### config.mk
export PLATFORM = sky130hd
export DESIGN_NAME = cpu_paddle_ctrl
export DESIGN_NICKNAME = d
export VERILOG_FILES = /design/src/rtl/cpu_paddle_ctrl.sv
export SDC_FILE = /design/constraint.sdc
export NUM_CORES = 1
export LEC_CHECK = 0
export CAP_MARGIN = 20
export CELL_PAD_IN_SITES_DETAIL_PLACEMENT = 1
export CELL_PAD_IN_SITES_GLOBAL_PLACEMENT = 1
export CORE_ASPECT_RATIO = 0.5
export CORE_UTILIZATION = 39
export CTS_BUF_LIST = sky130_fd_sc_hd__clkbuf_8
export DETAILED_ROUTE_END_ITERATION = 6
export MAX_ROUTING_LAYER = met4
export PLACE_DENSITY = 0.87
export SLEW_MARGIN = 10
export SYNTH_ARGS = -nofsm -noshare
export SYNTH_HDL_FRONTEND = slang
export SYNTH_SLANG_ARGS = --single-unit
### constraint.sdc
create_clock -name PixelClock -period 10.4 [get_ports PixelClock]
set_input_delay 3.12 -clock PixelClock [delete_from_list [all_inputs] [get_ports PixelClock]]
set_output_delay 3.12 -clock PixelClock [all_outputs]
set_load 0.02 [all_outputs]
### src/rtl/cpu_paddle_ctrl.sv
// Automatic opponent for one paddle: follows the ball while it approaches and
// returns to a home position while it recedes. Reaction delay, step rate and dead zone keep it beatable.
module cpu_paddle_ctrl #(
    parameter int DeadZone   = 8,
    parameter int StepDiv    = 4,
    parameter int ReactDelay = 16,
    parameter int sHeight    = 600,
    parameter int HomeY      = 300
) (
    input  logic        PixelClock,
    input  logic        Reset,
    input  logic        Enable,
    input  logic [10:0] ballTop,
    input  logic [10:0] ballBottom,
    input  logic        ballDirX,
    input  logic [10:0] barTop,
    input  logic [10:0] barBottom,
    output logic        up,
    output logic        down,
    output logic        tracking
);

    localparam int RW = (ReactDelay > 1) ? $clog2(ReactDelay) : 1;
    localparam int SW = $clog2(StepDiv);

    localparam logic [RW-1:0]        REACT_LOAD = RW'(ReactDelay - 1);
    localparam logic [SW-1:0]        STEP_LAST  = SW'(StepDiv - 1);
    localparam logic signed [11:0]   DZ_POS     = 12'(DeadZone);
    localparam logic signed [11:0]   DZ_NEG     = 12'(-DeadZone);
    localparam logic [10:0]          S_HEIGHT   = 11'(sHeight);
    localparam logic [11:0]          HOME_Y     = 12'(HomeY);

    typedef enum logic [1:0] {
        IDLE,
        HOME,
        REACT,
        TRACK
    } state_t;

    state_t          state, state_nxt;
    logic [RW-1:0]   react_cnt, react_cnt_nxt;
    logic [SW-1:0]   step_cnt, step_cnt_nxt;
    logic            up_nxt, down_nxt;

    logic [11:0]        ball_c, bar_c, target;
    logic signed [11:0] err;
    logic               step_due, want_up, want_down;

    // Centres use 12-bit sums so two 11-bit coordinates never overflow.
    assign ball_c    = ({1'b0, ballTop} + {1'b0, ballBottom}) >> 1;
    assign bar_c     = ({1'b0, barTop} + {1'b0, barBottom}) >> 1;
    assign target    = (state == TRACK) ? ball_c : HOME_Y;
    assign err       = $signed(target - bar_c);
    assign step_due  = (step_cnt == STEP_LAST);
    assign want_down = (err > DZ_POS) && (barBottom < S_HEIGHT);
    assign want_up   = (err < DZ_NEG) && (barTop > 11'd1);

    // NOTE: every output of this block is given a default first, so no path
    // leaves a variable unassigned and no latch is inferred.
    always_comb begin
        state_nxt     = state;
        react_cnt_nxt = react_cnt;
        step_cnt_nxt  = step_cnt;
        up_nxt        = 1'b0;
        down_nxt      = 1'b0;

        if (!Enable) begin
            state_nxt     = IDLE;
            react_cnt_nxt = '0;
            step_cnt_nxt  = '0;
        end else begin
            unique case (state)
                IDLE: begin
                    if (ballDirX) begin
                        state_nxt     = REACT;
                        react_cnt_nxt = REACT_LOAD;
                    end else begin
                        state_nxt    = HOME;
                        step_cnt_nxt = '0;
                    end
                end
                REACT: begin
                    if (!ballDirX) begin
                        state_nxt    = HOME;
                        step_cnt_nxt = '0;
                    end else if (react_cnt == '0) begin
                        state_nxt    = TRACK;
                        step_cnt_nxt = '0;
                    end else begin
                        react_cnt_nxt = react_cnt - RW'(1);
                    end
                end
                HOME, TRACK: begin
                    if (state == HOME && ballDirX) begin
                        state_nxt     = REACT;
                        react_cnt_nxt = REACT_LOAD;
                    end else if (state == TRACK && !ballDirX) begin
                        state_nxt    = HOME;
                        step_cnt_nxt = '0;
                    end else begin
                        // A transition edge never pulses; stepping only within a stay.
                        step_cnt_nxt = step_due ? '0 : step_cnt + SW'(1);
                        if (step_due) begin
                            up_nxt   = want_up;
                            down_nxt = want_down;
                        end
                    end
                end
                default: state_nxt = IDLE;
            endcase
        end
    end

    // NOTE: state registers use non-blocking assignments so every flop samples
    // the pre-edge values regardless of statement order.
    always_ff @(posedge PixelClock) begin
        if (Reset) begin
            state     <= IDLE;
            react_cnt <= '0;
            step_cnt  <= '0;
            up        <= 1'b0;
            down      <= 1'b0;
            tracking  <= 1'b0;
        end else begin
            state     <= state_nxt;
            react_cnt <= react_cnt_nxt;
            step_cnt  <= step_cnt_nxt;
            up        <= up_nxt;
            down      <= down_nxt;
            tracking  <= (state_nxt == TRACK);
        end
    end

    assert property (@(posedge PixelClock) !(up && down));

endmodule

==> results of run 1 <==
-- metal layers --
metal	wire, µm	GRT usage (%)
met1	2850	30.3
met2	2760	43.4
met3	166	2.55
met4	0	1.43
met5	0	-
-- through the flow --
| stage | power [mW] | std cells | area, µm² |
|---|---|---|---|
| 2_1_floorplan | 0.157 | 256 | 1960 |
| 4_1_cts | 0.249 | 375 | 2580 |
| 3_5_place_dp | 0.204 | 371 | 2540 |
| 5_1_grt | 0.271 | 375 | 2580 |
| 6_report | 0.249 | 375 | 2580 |
| 3_3_place_gp | 0.197 | 371 | 2540 |
-- kinds of logic (layout without fill, tap and decap cells) --
family	Yosys count	after routing	share of synthesized area (%)
AO/OA/AOI/OAI	83	83	28.2
adder cells (fa/ha/maj)	36	36	24.2
flip-flops	11	11	11.2
XOR/XNOR	23	23	10.3
multiplexers	1	1	0.511
AND/OR/NAND/NOR	84	84	22.2
buffers and inverters	18	71	3.45
-- layout by cell type (no fill, tap or decap), types with 7 or more instances in the layout --
master / n
clkdlybuf4s50_1: 50
ha_1: 33
nor2_1: 25
a21oi_1: 22
inv_1: 18
nand2_1: 17
xnor2_1: 12
o21ai_0: 11
xor2_1: 11
dfxtp_1: 11
nor3_1: 8
o21ai_1: 7
nor4_1: 7
-- worst paths after layout --
check               from          end  slack (ns)  cells after the start
max           ballTop[0]           up        3.82                     15
min          step_cnt[1]  step_cnt[1]        0.50                      2
max reg2reg     state[1]         down        7.33                     10
min reg2reg  step_cnt[1]  step_cnt[1]        0.50                      2
-- worst reg2reg max path: stages (launching register included) --
cell	delay [ns]
dfxtp_1	0.43
inv_1	0.12
nor2_1	0.49
nand2_1	0.14
ha_1	0.24
inv_1	0.07
fa_1	0.40
nor3b_1	0.31
o221ai_1	0.19
nor4bb_1	0.40
a31oi_1	0.15
-- area by class of cell --
cell class | count | area, µm² | share of cell area (%)
multi-input combinational | 227 | 1670 | 64.7
inverter | 17 | 63.8 | 2.47
clock inverter | 1 | 3.75 | 0.145
timing repair buffer | 50 | 500 | 19.4
sequential | 11 | 220 | 8.53
clock buffer | 3 | 41.3 | 1.60
tap | 66 | 82.6 | 3.20
-- report_power, final --
| part | switching, mW | leakage (nW) | internal, mW |
|---|---|---|---|
| Sequential | 0.00130 | 0.0897 | 0.0435 |
| Clock | 0.0169 | 0.0269 | 0.0260 |
| Combinational | 0.0859 | 0.947 | 0.0753 |
| Total | 0.104 | 1.06 | 0.145 |
-- state kept, by name, indices dropped and copies added (netlist names) --
signal	count
down	1
react_cnt	4
state	2
step_cnt	2
tracking	1
up	1
==> summary.txt, run 1 <==
Detailed routing
  • Routed Antenna Nets: 0
  • Iteration-0 DRC Markers: 68
  • Via count: around 2100
  • Post-DR wirelength/cell: around 15 µm
  • First-pass detailed-route iteration total: 4
  • Detailed Route WL: slightly below 6000 µm
  • Residual DRC: 0
  • DR vias/cell: around 5.5

Logic synthesis
  • Synth area leader: ha_1
  • Count leader, synth: ha_1
  • Post-synth top cells: 33 x ha_1, 25 x nor2_1, 22 x a21oi_1, 17 x inv_1, 17 x nand2_1
  • Most common flop cell mapped by yosys: dfxtp_1
  • Fraction of registers with async set/reset: 0%
  • Syn avg cell area: between 7 and 8 µm²
  • Synth top area share: roughly a fifth
  • Area contributors post-synth: ha_1 21%, dfxtp_1 11%, a21oi_1 5.6%
  • Netlist cell types: 47
  • Mapped cell area: between 1500 and 2000 µm²
  • Yosys Warn Count: 0
  • FF+latch count, synth: 11
  • Register area share after synthesis: between 10 and 15%
  • Post-Syn Nets: 340
  • EDFF count, synth: 0
  • Mapped Cells: between 200 and 300

Final layout
  • Antenna cell count: 0
  • Fillers: a little under 600
  • Layout cell share with drive strength beyond 1: between 2 and 3%
  • P&R area growth vs syn: 31.9%
  • Nets: approximately 390
  • Post-Route Utilization: between 50% and 60%

Global routing
  • Initial antenna violation count: 0
  • GRT overflow: 0
  • First-pass GRT wire length: around 9700 µm
  • Via count of the first global-routing pass: around 2100
  • Largest net degree at the start of global routing: 11
  • Total GRT Usage: around a quarter

Pwr
  • PD cells: roughly 96 nW/µm²
  • Static leakage: about 1.1 nW
  • Worst vdd ir: 0.0607 mV

Floorplan
  • Initial core utilization: 42.4%
  • Die footprint: ~5300 µm²
  • Core Region: 4620 µm²
  • Row count: 17
  • Die Height: approximately 52 µm
  • Chip width: a little over 100 µm
  • I/O pins: 51

Run
  • MaxCap Viol Count: 0

Placement
  • IO buf count: 50
  • RD Place Congestion: approximately 0.90
  • Setup WS pre-CTS: around 3.6 ns
  • Post-DP HPWL: between 4000 and 5000 µm

Timing
  • Fmax: 152 MHz
  • RSZ-0062 raised after global routing: false
  • Minimum clock period: between 6 and 7 ns
  • Final Slew Violations: 0
  • Relative slew slack: between 60% and 70%
  • Tcrit/Tclk final: between 60% and 70%
  • Final Setup Violations: 0
  • Total negative slack: 0 ns
  • Worst Max-Slew Pin Slew: just under 0.6 ns
  • Hold Vio Cnt, Final: 0
  • Clock Skew: just over 0.0006 ns
  • Final setup margin: around 3.8 ns
  • Hold Slack: 0.505 ns

CTS
  • CTS tree: done
  • # hold bufs at CTS: 0
  • Post-CTS setup buffers: 0
  • Number of clock buffers inserted by TritonCTS: 3
  • Worst-path clk slew: about 0.05 ns
  • Clock latency on the worst-skew pair: between 0.2 and 0.25 ns
  • Clk sink count: 11
  • Number of gates resized after cts: 0
  • Clock root cell: clkbuf_8
  • Clk buf depth: 2
  • CTS HTree Levels: 1

Critical path
  • Critical Path RT: between 10 and 15 ns
  • CP Cell Sequence: clkdlybuf4s50_1 > and2_1 > fa_1 > a21o_1 > a21oi_1 > o21bai_1 > a211oi_1 > o21ai_0 > ha_1 > nor3_1 > nand2_1 > nor3_1 > o31ai_1 > a211o_1 > a41oi_1
  • Crit end category: register
  • Critical path type: in2reg
  • Worst-path fanout max: 6
  • Worst Path Buf+Inv: 1
  • Worst path max stage delay: ~0.4 ns
  • Worst path arrival time: 6.75 ns
  • Worst path top cell family by delay: compound AO/OA/AOI/OAI gates
  • Startpoint Class: input port
  • Critical path's slowest cell: clkdlybuf4s50_1
  • Most frequent CP cell: nor3_1

Min path
  • Min-Delay Path Class: reg2reg

Status
  • Outcome: completed
(Power assumes the default switching activity.)
==> inputs of run 2 (changes only) <==
--- a/config.mk
+++ b/config.mk
@@ -9,11 +9,11 @@
 export CELL_PAD_IN_SITES_DETAIL_PLACEMENT = 1
 export CELL_PAD_IN_SITES_GLOBAL_PLACEMENT = 1
 export CORE_ASPECT_RATIO = 0.5
-export CORE_UTILIZATION = 39
+export CORE_UTILIZATION = 33
 export CTS_BUF_LIST = sky130_fd_sc_hd__clkbuf_8
 export DETAILED_ROUTE_END_ITERATION = 6
 export MAX_ROUTING_LAYER = met4
-export PLACE_DENSITY = 0.87
+export PLACE_DENSITY = 0.78
 export SLEW_MARGIN = 10
 export SYNTH_ARGS = -nofsm -noshare
 export SYNTH_HDL_FRONTEND = slang
==> constraint.sdc (replaced) <==
create_clock -name PixelClock -period 5.8 [get_ports PixelClock]
set_input_delay 1.74 -clock PixelClock [delete_from_list [all_inputs] [get_ports PixelClock]]
set_output_delay 1.74 -clock PixelClock [all_outputs]
set_load 0.02 [all_outputs]
==> run 2 against run 1 <==
Clock power is 83% higher. Global-route usage decreased by 4.3 points. Wire length fell by 3.1%. Sequential cell count is the same. Non-clock buffer count unchanged. Clock skew increased by 0.0036 ns. First-iteration DRC count up 21%. Power is 79% higher.
==> summary.txt, run 2 (synthesis gave the netlist of run 1 again) <==
Status
  • Outcome: completed

Final layout
  • P&R area growth vs syn: 32.3%
  • Commonest cells after routing, fill and taps aside: 50 x clkdlybuf4s50_1, 33 x ha_1, 25 x nor2_1
  • Max FFs per register: 4
  • Biggest register: react_cnt
  • Fillers: 691
  • Most common cell after layout, fill and taps aside: clkdlybuf4s50_1
  • Antenna cell count: 0
  • Top Registers: react_cnt x4, state x2, step_cnt x2
  • Layout cell share with drive strength beyond 1: 2.91%
  • Nets: just under 400
  • Design area: ~2600 µm²

Critical path
  • Startpoint Class: input port
  • Worst setup path start: ballTop[0]
  • Critical path's slowest cell: nor4bb_1
  • Worst path arrival time: around 5.4 ns
  • Critical path type: in2reg
  • Critical Path RT: approximately 5.9 ns
  • CP Cell Sequence: clkdlybuf4s50_1 > and2_1 > fa_1 > a21o_1 > a21oi_1 > o21a_1 > o21a_1 > or3_1 > a21oi_1 > ha_1 > nor4_4 > o21ai_1 > nand2_1 > xor2_1 > nor4bb_1 > a31oi_1
  • RR Startpoint: state[1]
  • Crit end category: register
  • Worst-path fanout max: 3
  • Worst path max stage delay: around 0.43 ns

Floorplan
  • Core Region: ~5600 µm²
  • I/O pins: 51
  • Die footprint: about 6300 µm²
  • Die Height: 56.5 µm
  • Row count: 19
  • Initial core utilization: about a third
  • Chip width: 111 µm

Timing
  • Hold Vio Cnt, Final: 0
  • Final Setup Violations: 0
  • Final Slew Violations: 0
  • Fmax: 190 MHz
  • Clock Skew: roughly 0.0042 ns
  • Minimum clock period: about 5.3 ns
  • Tcrit/Tclk final: between 90% and 100%
  • RSZ-0062 raised after global routing: false
  • Relative slew slack: approximately three fifths
  • Total negative slack: 0 ns
  • Worst Max-Slew Pin Slew: 0.622 ns

Global routing
  • Largest net degree at the start of global routing: 11
  • Initial antenna violation count: 0
  • Total GRT Usage: 19.6%
  • Via count of the first global-routing pass: 2123
  • GRT overflow: 0
  • First-pass GRT wire length: 9880 µm

CTS
  • Clock latency on the worst-skew pair: about 0.24 ns
  • Worst-path clk slew: approximately 0.050 ns
  • Clk sink count: 11
  • Post-CTS setup buffers: 0
  • CTS tree: done
  • # hold bufs at CTS: 0
  • Clock root cell: clkbuf_8
  • CTS HTree Levels: 1
  • Clk buf depth: 2
  • Number of gates resized after cts: 0
  • Number of clock buffers inserted by TritonCTS: 3

Pwr
  • Worst vdd ir: 0.123 mV
  • PD cells: roughly 170 nW/µm²
  • Static leakage: around 1.1 nW

Detailed routing
  • DR vias/cell: between 5 and 6
  • Iteration-0 DRC Markers: 82
  • Detailed Route WL: ~5600 µm
  • First-pass detailed-route iteration total: 4
  • Via count: 2107
  • Post-DR wirelength/cell: around 15 µm
  • Routed Antenna Nets: 0
  • Residual DRC: 0

Run
  • MaxCap Viol Count: 0

Placement
  • Post-DP HPWL: approximately 4800 µm
  • IO buf count: 50
  • RD Place Congestion: ~0.84
  • DP Area: around 2500 µm²

Min path
  • Hold path startpoint: step_cnt[1]
  • Min-Delay Path Class: reg2reg
run 2: cell counts in the layout (fill, tap and decap cells not counted):
Identical to the previous run, type by type.
run 2: path summary, 6_finish.rpt:
| kind | slack [ns] | cells past startpoint | endpoint |
|---|---|---|---|
| setup / recovery | 0.54 | 16 | down |
| hold / removal | 0.52 | 2 | step_cnt[1] |
| setup reg to reg | 2.60 | 10 | down |
| hold reg to reg | 0.52 | 2 | step_cnt[1] |
run 2: power by group:
group          switching [mW]  total [mW]  internal (mW)
Sequential            0.00246      0.0805         0.0780
Combinational           0.153       0.288          0.135
Clock                  0.0320      0.0787         0.0467
run 2: stage by stage:
step	cells	setup slack, ns	utilization (%)	hold slack [ns]	total power, mW
2_1_floorplan	256	1.34	-	0.460	0.281
3_3_place_gp	378	0.490	45.6	0.472	0.354
3_5_place_dp	378	0.402	45.6	0.509	0.367
4_1_cts	382	0.621	46.4	0.523	0.448
5_1_grt	382	0.365	46.4	0.557	0.486
6_report	382	0.537	46.4	0.516	0.447
run 2: metal layers:
| layer | up-vias | wire, µm | GRT usage, % | part of all wire, % |
|---|---|---|---|---|
| li1 | 1065 | - | - | - |
| met2 | 31 | 2560 | 33.4 | 46 |
| met1 | 1007 | 2830 | 26.1 | 51 |
| met5 | - | 0 | - | 0 |
| met3 | 4 | 175 | 1.94 | 3.1 |
| met4 | 0 | 21 | 2.29 | 0.38 |
run 2: area by class of cell:
cell class | count | area, µm² | share of cell area, %
inverter | 17 | 63.8 | 2.46
sequential | 11 | 220 | 8.50
clock buffer | 3 | 41.3 | 1.59
timing repair buffer | 50 | 500 | 19.3
tap | 73 | 91.3 | 3.52
multi-input combinational | 227 | 1670 | 64.5
clock inverter | 1 | 3.75 | 0.145
run 2: critical path, delay by kind of cell:
| kind | cells | cell delay, ns |
|---|---|---|
| AO/OA/AOI/OAI | 7 | 1.21 |
| adder cells (fa/ha/maj) | 2 | 0.67 |
| AND/OR/NAND/NOR | 5 | 1.12 |
| buffers and inverters | 1 | 0.41 |
| XOR/XNOR | 1 | 0.21 |
==> inputs of run 3 (changes only) <==
--- a/config.mk
+++ b/config.mk
@@ -9,11 +9,11 @@
 export CELL_PAD_IN_SITES_DETAIL_PLACEMENT = 1
 export CELL_PAD_IN_SITES_GLOBAL_PLACEMENT = 1
 export CORE_ASPECT_RATIO = 0.5
-export CORE_UTILIZATION = 33
+export CORE_UTILIZATION = 39
 export CTS_BUF_LIST = sky130_fd_sc_hd__clkbuf_8
 export DETAILED_ROUTE_END_ITERATION = 6
 export MAX_ROUTING_LAYER = met4
-export PLACE_DENSITY = 0.78
+export PLACE_DENSITY = 0.87
 export SLEW_MARGIN = 10
 export SYNTH_ARGS = -nofsm -noshare
 export SYNTH_HDL_FRONTEND = slang
==> constraint.sdc (replaced) <==
create_clock -name PixelClock -period 6.3 [get_ports PixelClock]
set_input_delay 1.89 -clock PixelClock [delete_from_list [all_inputs] [get_ports PixelClock]]
set_output_delay 1.89 -clock PixelClock [all_outputs]
set_load 0.02 [all_outputs]
==> run 3 against run 2 <==
First-iteration DRC count decreased by 22%. Sequential share of layout area about the same. Via count decreased by 0.81%. Final cell count decreased by 1.8%. Power decreased by 8.6%. Die area decreased by 15%. Count of clock-buffer cells in the layout unchanged.
==> summary.txt, run 3 (synthesis gave the netlist of run 1 again) <==
Critical path
  • Critical path's slowest cell: clkdlybuf4s50_1
  • Worst path top cell family by delay: compound AO/OA/AOI/OAI gates
  • Worst setup path start: ballTop[0]
  • Startpoint Class: input port
  • R2R setup slack: 3.22 ns
  • Worst path arrival time: between 5 and 6 ns
  • Critical Path RT: between 6 and 7 ns
  • Crit end category: register
  • Critical R2R Capture: up
  • Worst path max stage delay: between 0.4 and 0.5 ns
  • Worst Reg-to-Reg Cells: 10
  • Most frequent CP cell: nor3_1
  • Worst-path fanout max: 6
  • CP Cell Sequence: clkdlybuf4s50_1 > and2_1 > fa_1 > a21o_1 > a21oi_1 > o21bai_1 > a211oi_1 > o21ai_0 > ha_1 > nor3_1 > nand2_1 > nor3_1 > o31ai_1 > a211o_1 > a41oi_1
  • Critical path type: in2reg
  • RR Startpoint: state[1]
  • Worst Path Buf+Inv: 1

Timing
  • Worst Max-Slew Pin Slew: around 0.63 ns
  • Relative slew slack: roughly three fifths
  • Tcrit/Tclk final: between 80 and 90%
  • Hold Slack: 0.496 ns
  • Final Slew Violations: 0
  • Minimum clock period: roughly 5.4 ns
  • Clock Skew: roughly 0.0023 ns
  • Hold Vio Cnt, Final: 0
  • RSZ-0062 raised after global routing: false
  • Final Setup Violations: 0
  • Fmax: about 190 MHz
  • Total negative slack: 0 ns

Floorplan
  • Die footprint: 5330 µm²
  • Row count: 17
  • Initial core utilization: 42.4%
  • Die Height: roughly 52 µm
  • I/O pins: 51
  • Chip width: 102 µm
  • Core Region: around 4600 µm²

Pwr
  • Overall power: a little over 0.4 mW
  • Worst vdd ir: approximately 0.06 mV
  • Psw: 0.169 mW
  • Int Power: around 0.24 mW
  • Clock share of power: about 17%
  • Sw Ratio: approximately two fifths
  • Static leakage: between 1 and 1.5 nW
  • PD cells: around 160 nW/µm²
  • Flop pwr share: 18.1%
  • Combinational Power Share: around 65%

Final layout
  • Layout cell share with drive strength beyond 1: 2.91%
  • P&R area growth vs syn: 31.9%
  • Antenna cell count: 0
  • Area occupied by multi-input gates: roughly 1700 µm²
  • Max FFs per register: 4
  • Commonest cells after routing, fill and taps aside: 50 x clkdlybuf4s50_1, 33 x ha_1, 25 x nor2_1
  • Fillers: just over 600
  • Top Registers: react_cnt x4, state x2, step_cnt x2
  • Design area: between 2000 and 3000 µm²
  • Register area: 220 µm²
  • Nets: 394
  • Most common cell after layout, fill and taps aside: clkdlybuf4s50_1
  • Biggest register: react_cnt

Placement
  • RD Place Congestion: slightly below 0.9
  • Post-DP HPWL: between 4000 and 5000 µm
  • DP Area: 2540 µm²
  • IO buf count: 50

CTS
  • Clk sink count: 11
  • Clock latency on the worst-skew pair: 0.24 ns
  • CTS HTree Levels: 1
  • Number of clock buffers inserted by TritonCTS: 3
  • Clk buf depth: 2
  • Clock root cell: clkbuf_8
  • Number of gates resized after cts: 0
  • Post-CTS setup buffers: 0
  • # hold bufs at CTS: 0
  • Worst-path clk slew: approximately 0.05 ns
  • CTS tree: done

Detailed routing
  • First-pass detailed-route iteration total: 4
  • Routed Antenna Nets: 0
  • Via count: 2090
  • Detailed Route WL: about 5700 µm
  • Iteration-0 DRC Markers: 64
  • DR vias/cell: around 5.6
  • Residual DRC: 0
  • Post-DR wirelength/cell: 15.1 µm

Global routing
  • Largest net degree at the start of global routing: 11
  • First-pass GRT wire length: approximately 9600 µm
  • Via count of the first global-routing pass: 2136
  • Total GRT Usage: 23.5%
  • GRT overflow: 0
  • Initial antenna violation count: 0

Min path
  • Hold path startpoint: react_cnt[0]
  • Worst hold endpoint: react_cnt[0]
  • Hold path cells: 1
  • Min-Delay Path Class: reg2reg

Status
  • Outcome: completed

Run
  • MaxCap Viol Count: 0
[run 3: stage by stage]
step / setup WS (ns) / std cells / utilization, %
2_1_floorplan: 1.69 / 256 / -
3_3_place_gp: 0.810 / 371 / 55.0
3_5_place_dp: 0.734 / 371 / 55.0
4_1_cts: 0.976 / 375 / 56.0
5_1_grt: 0.729 / 375 / 56.0
6_report: 0.925 / 375 / 56.0
[run 3: area by class of cell]
class                      count  share of cell area [%]
clock inverter                 1                   0.145
inverter                      17                    2.47
sequential                    11                    8.53
tap                           66                    3.20
multi-input combinational    227                    64.7
timing repair buffer          50                    19.4
clock buffer                   3                    1.60
[run 3: per-layer routing]
layer,vias to the layer above,track usage [%],wire length [µm]
li1,1067,-,-
met1,988,30.2,2850
met2,35,42.1,2670
met3,0,1.34,150
met4,0,3.33,0
met5,-,-,0
[run 3: power by group through the flow]
stage / clock network (mW) / logic, mW / registers [mW]
finish: 0.0694 / 0.265 / 0.0740
floorplan: 0 / 0.184 / 0.0751
global route: 0.0746 / 0.294 / 0.0743
detailed placement: 0 / 0.261 / 0.0755
CTS: 0.0716 / 0.263 / 0.0740
global placement: 0 / 0.250 / 0.0753
[run 3: worst max path at each step]
stage          endpoint  depth (start not counted)
3_5_place_dp         up                         15
5_1_grt            down                         15
6_report             up                         15
2_1_floorplan        up                         15
3_3_place_gp       down                         16
4_1_cts              up                         15
